===== src/rtl/mod_counter_pkg.sv =====
// Shared definitions for the modulo up/down counter: saturation mode
// constants and the elaboration-time parameter legality check.
package mod_counter_pkg;

    localparam int MODE_WRAP = 0;
    localparam int MODE_SAT  = 1;

    localparam int WIDTH_MIN = 2;
    localparam int WIDTH_MAX = 32;

    // True when the (WIDTH, MODULUS, SATURATE) triple describes a buildable
    // counter. The modulus is 64-bit so that 2**32 is representable.
    function automatic bit params_legal(input int width,
                                        input longint unsigned modulus,
                                        input int saturate);
        bit ok;
        ok = 1'b1;
        if (width < WIDTH_MIN || width > WIDTH_MAX)
            ok = 1'b0;
        else if (modulus < 64'd2 || modulus > (64'd1 << width))
            ok = 1'b0;
        if (saturate != MODE_WRAP && saturate != MODE_SAT)
            ok = 1'b0;
        return ok;
    endfunction

endpackage


===== src/rtl/mod_counter_step.sv =====
// Combinational next-count calculation. Given the current count and the
// direction, produces the value one enabled step would register and flags
// when that step is attempted at the bound in the current direction.
module mod_counter_step
    import mod_counter_pkg::*;
#(
    parameter int              WIDTH    = 4,
    parameter longint unsigned MODULUS  = 16,
    parameter int              SATURATE = MODE_WRAP
) (
    input  logic [WIDTH-1:0] count,
    input  logic             up,
    output logic [WIDTH-1:0] count_next,
    output logic             hit
);

    // MODULUS-1 always fits in WIDTH bits, so the bound compare never needs
    // an intermediate value wider than the register.
    localparam logic [WIDTH-1:0] MAX_VAL = WIDTH'(MODULUS - 64'd1);
    localparam logic [WIDTH-1:0] ONE     = {{(WIDTH-1){1'b0}}, 1'b1};
    localparam bit               HOLD    = (SATURATE == MODE_SAT);

    logic at_bound;

    // Bound detection depends on direction only; up and down limits differ.
    always_comb begin
        at_bound = 1'b0;
        if (up)
            at_bound = (count == MAX_VAL);
        else
            at_bound = (count == '0);
    end

    // Step: wrap to the opposite bound or hold, otherwise +/-1.
    always_comb begin
        count_next = count;
        hit        = at_bound;
        if (at_bound) begin
            if (HOLD)
                count_next = count;
            else if (up)
                count_next = '0;
            else
                count_next = MAX_VAL;
        end else if (up) begin
            count_next = count + ONE;
        end else begin
            count_next = count - ONE;
        end
    end

endmodule


===== src/rtl/mod_up_down_counter.sv =====
// Modulo up/down counter with synchronous clear and clamped load, a
// one-cycle terminal-count pulse and a sticky overflow/underflow flag.
// Edge priority is clear, then load, then enabled step, else hold.
module mod_up_down_counter
    import mod_counter_pkg::*;
#(
    parameter int              WIDTH    = 4,
    parameter longint unsigned MODULUS  = 16,
    parameter int              SATURATE = MODE_WRAP
) (
    input  logic             clk,
    input  logic             rst,
    input  logic             en,
    input  logic             up,
    input  logic             clr,
    input  logic             load,
    input  logic [WIDTH-1:0] load_val,
    output logic [WIDTH-1:0] count,
    output logic             tc,
    output logic             ovf,
    output logic             at_max,
    output logic             at_min
);

    localparam logic [WIDTH-1:0] MAX_VAL = WIDTH'(MODULUS - 64'd1);

    if (!params_legal(WIDTH, MODULUS, SATURATE)) begin : g_bad_params
        $error("mod_up_down_counter: illegal WIDTH/MODULUS/SATURATE combination");
    end

    logic [WIDTH-1:0] step_next;
    logic             step_hit;
    logic [WIDTH-1:0] load_clamped;

    mod_counter_step #(
        .WIDTH    (WIDTH),
        .MODULUS  (MODULUS),
        .SATURATE (SATURATE)
    ) u_step (
        .count      (count),
        .up         (up),
        .count_next (step_next),
        .hit        (step_hit)
    );

    // Out-of-range load values clamp to the top of the range so no value
    // at or above MODULUS can ever be registered.
    always_comb begin
        load_clamped = MAX_VAL;
        if (64'(load_val) < MODULUS)
            load_clamped = load_val;
    end

    // Count register and flags; tc is a single-cycle pulse, ovf is sticky.
    always_ff @(posedge clk or negedge rst) begin
        if (!rst) begin
            count <= '0;
            tc    <= 1'b0;
            ovf   <= 1'b0;
        end else if (clr) begin
            count <= '0;
            tc    <= 1'b0;
            ovf   <= 1'b0;
        end else if (load) begin
            count <= load_clamped;
            tc    <= 1'b0;
        end else if (en) begin
            count <= step_next;
            tc    <= step_hit;
            if (step_hit)
                ovf <= 1'b1;
        end else begin
            tc    <= 1'b0;
        end
    end

    assign at_max = (count == MAX_VAL);
    assign at_min = (count == '0);

endmodule


===== config.mk =====
export PLATFORM = sky130hd
export DESIGN_NAME = mod_up_down_counter
export DESIGN_NICKNAME = d
export VERILOG_FILES = /design/src/rtl/mod_counter_pkg.sv /design/src/rtl/mod_counter_step.sv /design/src/rtl/mod_up_down_counter.sv
export SDC_FILE = /design/constraint.sdc
export NUM_CORES = 1
export LEC_CHECK = 0
export BUFFER_PORTS_ARGS = -buffer_cell sky130_fd_sc_hd__buf_2
export CAP_MARGIN = 25
export CORE_MARGIN = 5
export CORE_UTILIZATION = 35
export DETAILED_ROUTE_END_ITERATION = 16
export MAX_ROUTING_LAYER = met4
export PLACE_DENSITY_LB_ADDON = 0.1
export SYNTH_ARGS = -nofsm -noshare
export SYNTH_HDL_FRONTEND = slang
export SYNTH_HIERARCHICAL = 1
export SYNTH_SLANG_ARGS = --single-unit
export TNS_END_PERCENT = 100

===== constraint.sdc =====
create_clock -name clk -period 4.7 [get_ports clk]
set_input_delay 0.47 -clock clk [delete_from_list [all_inputs] [get_ports clk]]
set_output_delay 0.47 -clock clk [all_outputs]
set_load 0.03 [all_outputs]

==> results of run 1 <==
## worst max path at each step
stage / from / to / slack, ns
after floorplan: count[0] / at_min / 2.63
after global placement: up / count[3] / 2.60
after detailed placement: up / count[3] / 2.57
after CTS: up / count[3] / 2.84
after global routing: up / count[3] / 2.73
final: up / count[3] / 2.85
## flip-flops by register name, summed over array words and instances, names as in the netlist
register,count
tc,1
count,4
ovf,1
## critical path, stage by stage
cell and delay (ns):
sky130_fd_sc_hd__buf_2 0.16, sky130_fd_sc_hd__inv_1 0.12, sky130_fd_sc_hd__ha_1 0.30, sky130_fd_sc_hd__a21o_1 0.18, sky130_fd_sc_hd__a21oi_4 0.20, sky130_fd_sc_hd__mux2i_1 0.11
sky130_fd_sc_hd__nor3_2 0.14, sky130_fd_sc_hd__mux2i_1 0.08, sky130_fd_sc_hd__a211oi_1 0.22
## power breakdown
| group | switching, mW | internal, mW | leakage (nW) | total [mW] |
|---|---|---|---|---|
| clock | 0.0183 | 0.0289 | 0.0138 | 0.0471 |
| combinational | 0.0352 | 0.0250 | 0.236 | 0.0601 |
| sequential | 0.00806 | 0.0552 | 0.0788 | 0.0633 |
| total | 0.0615 | 0.109 | 0.328 | 0.171 |
## per-stage QoR
step           area, µm²  hold WS, ns  util (%)  instances  power [mW]
2_1_floorplan        507        0.174         -         53       0.108
3_3_place_gp         599        0.299      44.9         84       0.125
3_5_place_dp         599        0.303      44.9         84       0.125
4_1_cts              622       0.0400      46.6         87       0.173
5_1_grt              622       0.0352      46.6         87       0.185
6_report             622       0.0392      46.6         87       0.171
## cell families (layout without fill, tap and decap cells)
family,after synthesis,in the layout,share of synthesized area [%]
DFF,6,6,29.6
and+or+nand+nor,19,19,21.0
AOI/OAI and AO/OA,12,12,22.2
muxes,5,5,9.88
buffers and inverters,7,26,6.67
xor gates and xnor gates,1,1,1.73
adders and majority gates,3,3,8.89
## per-layer routing
layer | track usage (%) | wire (µm) | vias to the layer above | part of all wire [%]
met4 | 3.23 | 0 | 0 | 0
li1 | - | - | 230 | -
met3 | 5.64 | 92 | 0 | 8.6
met2 | 14.0 | 412 | 17 | 39
met1 | 16.0 | 565 | 193 | 53
met5 | - | 0 | - | 0
## layout make-up
| class | instances | area (µm²) | share of cell area [%] |
|---|---|---|---|
| Tap cell | 15 | 18.8 | 3.02 |
| Sequential cell | 6 | 150 | 24.1 |
| Inverter | 6 | 22.5 | 3.62 |
| Timing Repair Buffer | 17 | 85.1 | 13.7 |
| Clock buffer | 3 | 22.5 | 3.62 |
| Multi-Input combinational cell | 40 | 323 | 51.9 |
## cells in the final DEF (no fill, tap or decap)
cell type / count
sky130_fd_sc_hd__nor2b_1: 3
sky130_fd_sc_hd__nand4_1: 1
sky130_fd_sc_hd__nand3b_1: 1
sky130_fd_sc_hd__a211oi_1: 4
sky130_fd_sc_hd__and2b_2: 1
sky130_fd_sc_hd__clkbuf_4: 3
sky130_fd_sc_hd__a21oi_4: 1
sky130_fd_sc_hd__o21ai_0: 2
sky130_fd_sc_hd__inv_1: 6
sky130_fd_sc_hd__nor2_1: 3
sky130_fd_sc_hd__mux2i_1: 5
sky130_fd_sc_hd__nor3_2: 1
sky130_fd_sc_hd__buf_2: 17
sky130_fd_sc_hd__a2111oi_4: 1
sky130_fd_sc_hd__a21o_1: 2
sky130_fd_sc_hd__nand2_1: 6
sky130_fd_sc_hd__a21oi_1: 1
sky130_fd_sc_hd__xor2_1: 1
sky130_fd_sc_hd__dfrtp_1: 6
sky130_fd_sc_hd__fa_1: 1
sky130_fd_sc_hd__ha_1: 2
sky130_fd_sc_hd__and4_1: 1
sky130_fd_sc_hd__nor4_1: 2
sky130_fd_sc_hd__a31o_2: 1
==> impl_summary.md, run 1 <==
GRT
The final global-route overflow total is 0. The total global-route track usage is 11.4%. The maximum number of pins on one net before global-route repair is 11. The first global-routing pass estimated 1730 µm of wire. The via count of the first global-routing pass came to 377. The number of antenna violations at the first check in global routing is 0.

Power and ir drop
The total power per unit cell area is 274 nW/µm². For this design the static power due to leakage is 0.328 nW. The maximum ir drop on the vdd rail is 85.2 µV.

Die
The initialized floorplan defines 13 standard-cell rows. The vertical die dimension is 48.1 µm. The floorplan step defined a die boundary enclosing 2310 µm². Pin placement for this block handled 18 I/O pins.

The core region is 1330 µm². The floorplan die width is 48.1 µm. The initial cell density of the core is 38.0%.

Critical path
The worst register-to-register path begins at count[1]. The length in cells of the worst reg-to-reg path is 7. The startpoint type of the worst setup path is an input pin. By startpoint and endpoint, the worst setup path is classified as input pin to flip-flop. The worst reg-to-reg setup slack is 2.87 ns.

In this run the critical register-to-register path is captured at count[3]. The capturing element type of the critical path is a flip-flop. The highest net fanout along the worst path is 6. For the worst setup path, the data required time is 4.85 ns. For the worst setup path, the data arrival time is 2.00 ns.

Timing
The portion of the clock cycle consumed by the worst path in the final layout is 39.3%. The final critical delay including setup and external delays is 1.85 ns. The highest clock rate is 0.542 GHz. The clock arrives with 0.00196 ns of skew. At the pin with the least slew margin, the transition time is 0.420 ns.

The total negative slack is 0 ns. The worst pin sits at a relative slew slack of 71.7%. The max-slew violation count is 0. The number of hold violations in the final report is 0. The total of endpoints with negative setup slack in the final report is 0.

Setup repair after global routing left no endpoint under its margin. The worst setup slack after layout is 2.85 ns.

Yosys
Synthesis inferred 6 register bits. In the synthesized netlist, the cells that appear most often are sky130_fd_sc_hd__dfrtp_1, sky130_fd_sc_hd__inv_1, sky130_fd_sc_hd__nand2_1. Sequential elements use 29.6% of the synthesized area.

The number of nets handed over by synthesis was 66. The total number of yosys warnings is 6. The cell type with the highest aggregate area in the netlist is sky130_fd_sc_hd__dfrtp_1. The synthesized netlist cell count is 53.

The average instance in the mapped netlist occupies 9.56 µm². The most used flip-flop cell after synthesis is sky130_fd_sc_hd__dfrtp_1. The top cell type's share of synthesized area is 29.6%. The share of flip-flops with an asynchronous set or reset after synthesis is 100%. The synthesized design contains 0 enable-type register cells. In this run the cell area of the synthesized design comes to 507 µm². Sorting the synthesized cells by area gives the leading types as sky130_fd_sc_hd__dfrtp_1, sky130_fd_sc_hd__mux2i_1, sky130_fd_sc_hd__a211oi_1.

The post-synthesis cell type count is 23.

Clocking
The count of hold-fix buffers inserted at cts is 0. The longest clock path from root to sink contains 2 buffers. The source-to-sink clock delay at the later pin of the worst-skew pair is 0.24 ns. Clock-pin slew was measured on the worst setup and hold paths at 0.04 ns. The TritonCTS clock tree is yes. The root buffer cell chosen for the clock tree is sky130_fd_sc_hd__clkbuf_4.

The number of instances resized during post-cts repair is 0. The total CTS buffers is 3. The number of sinks driven by the clock tree is 6. The number of buffers inserted by post-CTS setup repair is 0. The maximum level of the CTS H-tree is 1.

Job
The max-capacitance violation count is 0.

Routing
The via count normalized by instance count is 5.06. The per-cell routed wire length is 12.3 µm. The DRC marker count from the first detailed-route iteration is 12. The first TritonRoute pass finished after 4 iterations. The total length of routed wires is 1070 µm.

Once detail routing completed, the nets flagged for antenna violations numbered 0. The overall via count from detail_route is 440. In the routed design, unresolved DRC markers number 0.

Finish
The filler cell count in the final layout is 140. Cells with a size suffix above 1 make up 34.7% of the layout. The number of nets at the end of the flow is 87.

Compared with the post-synthesis result, the final layout area differs by 22.7%. The antenna diode count is 0.

Place
Port buffering added 17 buffers. Summed over all nets, the half-perimeter wirelength after detailed placement is 866 µm. Prior to clock tree synthesis, the placed netlist has a worst setup slack of 2.57 ns. Routability-driven placement finished with a final weighted congestion of 0.668.

Min path
The path class of the tightest hold or removal check is input pin to asynchronous set/reset pin.

Status
The run finished with clean final reports.
Power figures use the tool's default switching activity.
==> run 2, diff against run 1 <==
==> constraint.sdc (replaced) <==
create_clock -name clk -period 1.65 [get_ports clk]
set_input_delay 0.165 -clock clk [delete_from_list [all_inputs] [get_ports clk]]
set_output_delay 0.165 -clock clk [all_outputs]
set_load 0.03 [all_outputs]
==> run 2 against run 1 <==
The flow now finishes with violations (negative setup slack). Worst setup slack got worse by 2.9 ns. Non-clock buffer count rose by 9. Cell count grew 11%. Design area is 17% higher. Hold slack gained 0.11 ns. Highest routed layer unchanged.
==> impl_summary.md, run 2 (same netlist as run 1, synthesis figures left out) <==
Timing
The number of hold violations in the final report came to 0 (unchanged). The setup clock skew after layout was 0.00803 ns (was 0.00196 ns). The total negative slack is -0.0657 ns (was 0 ns). The portion of the clock cycle consumed by the worst path in the final layout is 104%. The worst setup slack after layout is -0.0657 ns (was 2.85 ns). The total of endpoints with negative setup slack in the final report is 1 (was 0). Setup repair after global routing missed its margin: yes (was no). Subtracting the final worst setup slack from the clock period gives 1.72 ns. The headroom to the max-slew limit came to 82.5% (was 71.7%). Timing would allow up to 0.583 GHz. The max-slew violation count is 0 (unchanged). The minimum hold slack is 0.150 ns (was 0.0392 ns). The transition time at the pin with the least slew margin was 0.260 ns (was 0.420 ns).

Power and ir drop
The net switching power came to 0.189 mW (was 0.0615 mW). The switching fraction of total power came to 35.1% (was 36.0%). The maximum ir drop on the vdd rail is 390 µV (was 85.2 µV). The total leakage power was 0.368 nW (was 0.328 nW). The clock share of power is 27.0% (was 27.6%). The relative contribution of sequential cells to total power was 31.5% (was 37.1%). The total power per unit cell area is 741 nW/µm² (was 274 nW/µm²).

The cell-internal power was 0.350 mW (was 0.109 mW). The part of the power in combinational logic is 41.5% (was 35.3%).

GRT
The via count of the first global-routing pass is 421 (was 377). The maximum number of pins on one net before global-route repair came to 9 (was 11). The total global-route track usage was 11.9% (was 11.4%).

The number of antenna violations at the first check in global routing was 0 (unchanged). The global-route wire length before repair is 1860 µm (was 1730 µm). The final global-route overflow total was 0 (unchanged).

Finish
The most common cell after layout, fill and taps aside is sky130_fd_sc_hd__buf_2 (unchanged). The number of nets at the end of the flow was 96 (was 87). The register with the most flip-flops is count (unchanged). The final cell utilization of the core is 54.5% (was 46.6%). The antenna diode count came to 0 (unchanged). The design area came to 727 µm² (was 622 µm²). The layout overhead on the synthesized area is 43.5% (was 22.7%). The non-filler instance count after layout was 97 (was 87).

Leading cell types in the layout, fill and taps excluded: sky130_fd_sc_hd__buf_2, sky130_fd_sc_hd__buf_4, sky130_fd_sc_hd__inv_1, sky130_fd_sc_hd__nand2_1, sky130_fd_sc_hd__mux2i_1 (was sky130_fd_sc_hd__buf_2, sky130_fd_sc_hd__inv_1, sky130_fd_sc_hd__dfrtp_1, sky130_fd_sc_hd__nand2_1, sky130_fd_sc_hd__mux2i_1). The number of flip-flops under the largest register name is 4 (unchanged). Registers with the highest flip-flop counts: count: 4 flops, ovf: 1 flops, tc: 1 flops (unchanged). The proportion of layout cells with a drive suffix above 1 is 48.8% (was 34.7%).

Clocking
The source-to-sink clock delay at the later pin of the worst-skew pair is 0.24 ns (about the same). The TritonCTS clock tree is yes (unchanged). The number of buffers inserted by post-CTS setup repair was 0 (unchanged). The clock tree buffer depth is 2 (unchanged). The total CTS buffers was 3 (unchanged). The clock-pin transition on the worst setup and hold timing paths is 0.05 ns (was 0.04 ns).

The maximum level of the CTS H-tree is 1 (unchanged). The number of sinks driven by the clock tree is 6 (unchanged). The root buffer cell is sky130_fd_sc_hd__clkbuf_4 (unchanged).

Routing
The overall via count from detail_route was 489 (was 440). The DRC marker count from the first detailed-route iteration is 27 (was 12). The via count normalized by instance count is 5.04 (was 5.06).

The DRC violations left came to 0 (unchanged). The total length of routed wires came to 1110 µm (was 1070 µm). The total iterations of the first detailed-routing run is 6 (was 4). The antenna violation net count after detailed routing is 0 (unchanged). The per-cell routed wire length was 11.4 µm (was 12.3 µm).

Critical path
The library cell contributing the largest single delay on the critical path is sky130_fd_sc_hd__dfrtp_2 (was sky130_fd_sc_hd__ha_1). The highest net fanout along the worst path was 3 (was 6). The critical path data required time is 1.81 ns (was 4.85 ns).

The worst path arrival time was 1.87 ns (was 2.00 ns). The startpoint type of the worst setup path was a flip-flop (was input pin). Chain of cells forming the critical path: ha_4 > a21o_1 > a21oi_4 > a31o_2 > nor3_2 > mux2i_1 > a211oi_2 (was buf_2 > inv_1 > ha_1 > a21o_1 > a21oi_4 > mux2i_1 > nor3_2 > mux2i_1 > a211oi_1). The category of the most critical setup path is flip-flop to flip-flop (was input pin to flip-flop). The capturing element type of the critical path was a flip-flop (unchanged). The maximum cell stage delay along the critical path is 0.42 ns (was 0.30 ns).

Die
The core region area was 1330 µm² (unchanged). The floorplan die width is 48.1 µm (unchanged). The top-level I/O count is 18 (unchanged). The count of standard-cell rows is 13 (unchanged). The vertical die dimension came to 48.1 µm (unchanged).

The initial cell density of the core is 38.0% (unchanged). The area of the die is 2310 µm² (unchanged).

Place
The final estimated routing congestion in global placement is 0.867 (was 0.668). The placed instance area came to 669 µm² (was 599 µm²). The post-DP HPWL is 919 µm (was 866 µm). The post-placement cell count came to 92 (was 84).

The count of input and output buffers is 17 (unchanged).

Job
The max-capacitance violation count is 0 (unchanged).

Status
Result of the run: finished with violations (was finished clean). The checks that failed: negative setup slack.

Min path
The worst hold-check path type is input pin to flip-flop (was input pin to asynchronous set/reset pin).
-- run 2: metal layers --
| layer | vias to the layer above | share of wire, % | GRT usage (%) |
|---|---|---|---|
| met1 | 221 | 47 | 16.9 |
| met2 | 20 | 44 | 16.4 |
| met3 | 0 | 9.4 | 3.38 |
| li1 | 248 | - | - |
| met5 | - | 0 | - |
| met4 | 0 | 0 | 3.23 |
-- run 2: final timing paths --
kind                           from       end  slack [ns]  cells after the start
min in group asynchronous       rst  count[3]        0.27                      2
max in group asynchronous       rst  count[0]        1.22                      2
max reg2reg                count[1]  count[3]       -0.07                      7
min reg2reg                     ovf       ovf        0.50                      2
min                             clr  count[3]        0.15                      2
max                        count[1]  count[3]       -0.07                      7
-- run 2: cell type report --
class                           count  area [µm²]
Clock buffer                        4        26.3
Multi-Input combinational cell     40         350
Fill cell                         125         607
Timing Repair Buffer               26         155
Inverter                            6        22.5
Tap cell                           15        18.8
Sequential cell                     6         154
-- run 2: repair_timing --
| action | 4_1_cts | 5_1_grt |
|---|---|---|
| hold buffers | 1 | 0 |
| endpoints found under the hold margin | 6 | 0 |
| endpoints found under the setup margin | 2 | 3 |
| pin swaps | 1 | 5 |
| resized for setup | 1 | 4 |
-- run 2: power groups by stage --
stage,Sequential [mW],Clock [mW],Combinational (mW)
6_report,0.170,0.146,0.224
4_1_cts,0.169,0.147,0.218
5_1_grt,0.172,0.168,0.247
2_1_floorplan,0.200,0,0.112
3_5_place_dp,0.171,0,0.214
3_3_place_gp,0.171,0,0.213
-- run 2: metrics by stage --
stage | power (mW) | setup WS [ns]
floorplan | 0.312 | -0.107
global placement | 0.384 | -0.0628
detailed placement | 0.386 | -0.0694
CTS | 0.533 | -0.0757
global route | 0.587 | -0.145
finish | 0.539 | -0.0657
-- run 2: critical path: cells and delay by family (launching register included) --
family | cells | cell delay [ns]
simple gates | 1 | 0.15
flops | 1 | 0.42
mux | 1 | 0.11
compound gates | 4 | 0.68
fa+ha+maj | 1 | 0.26
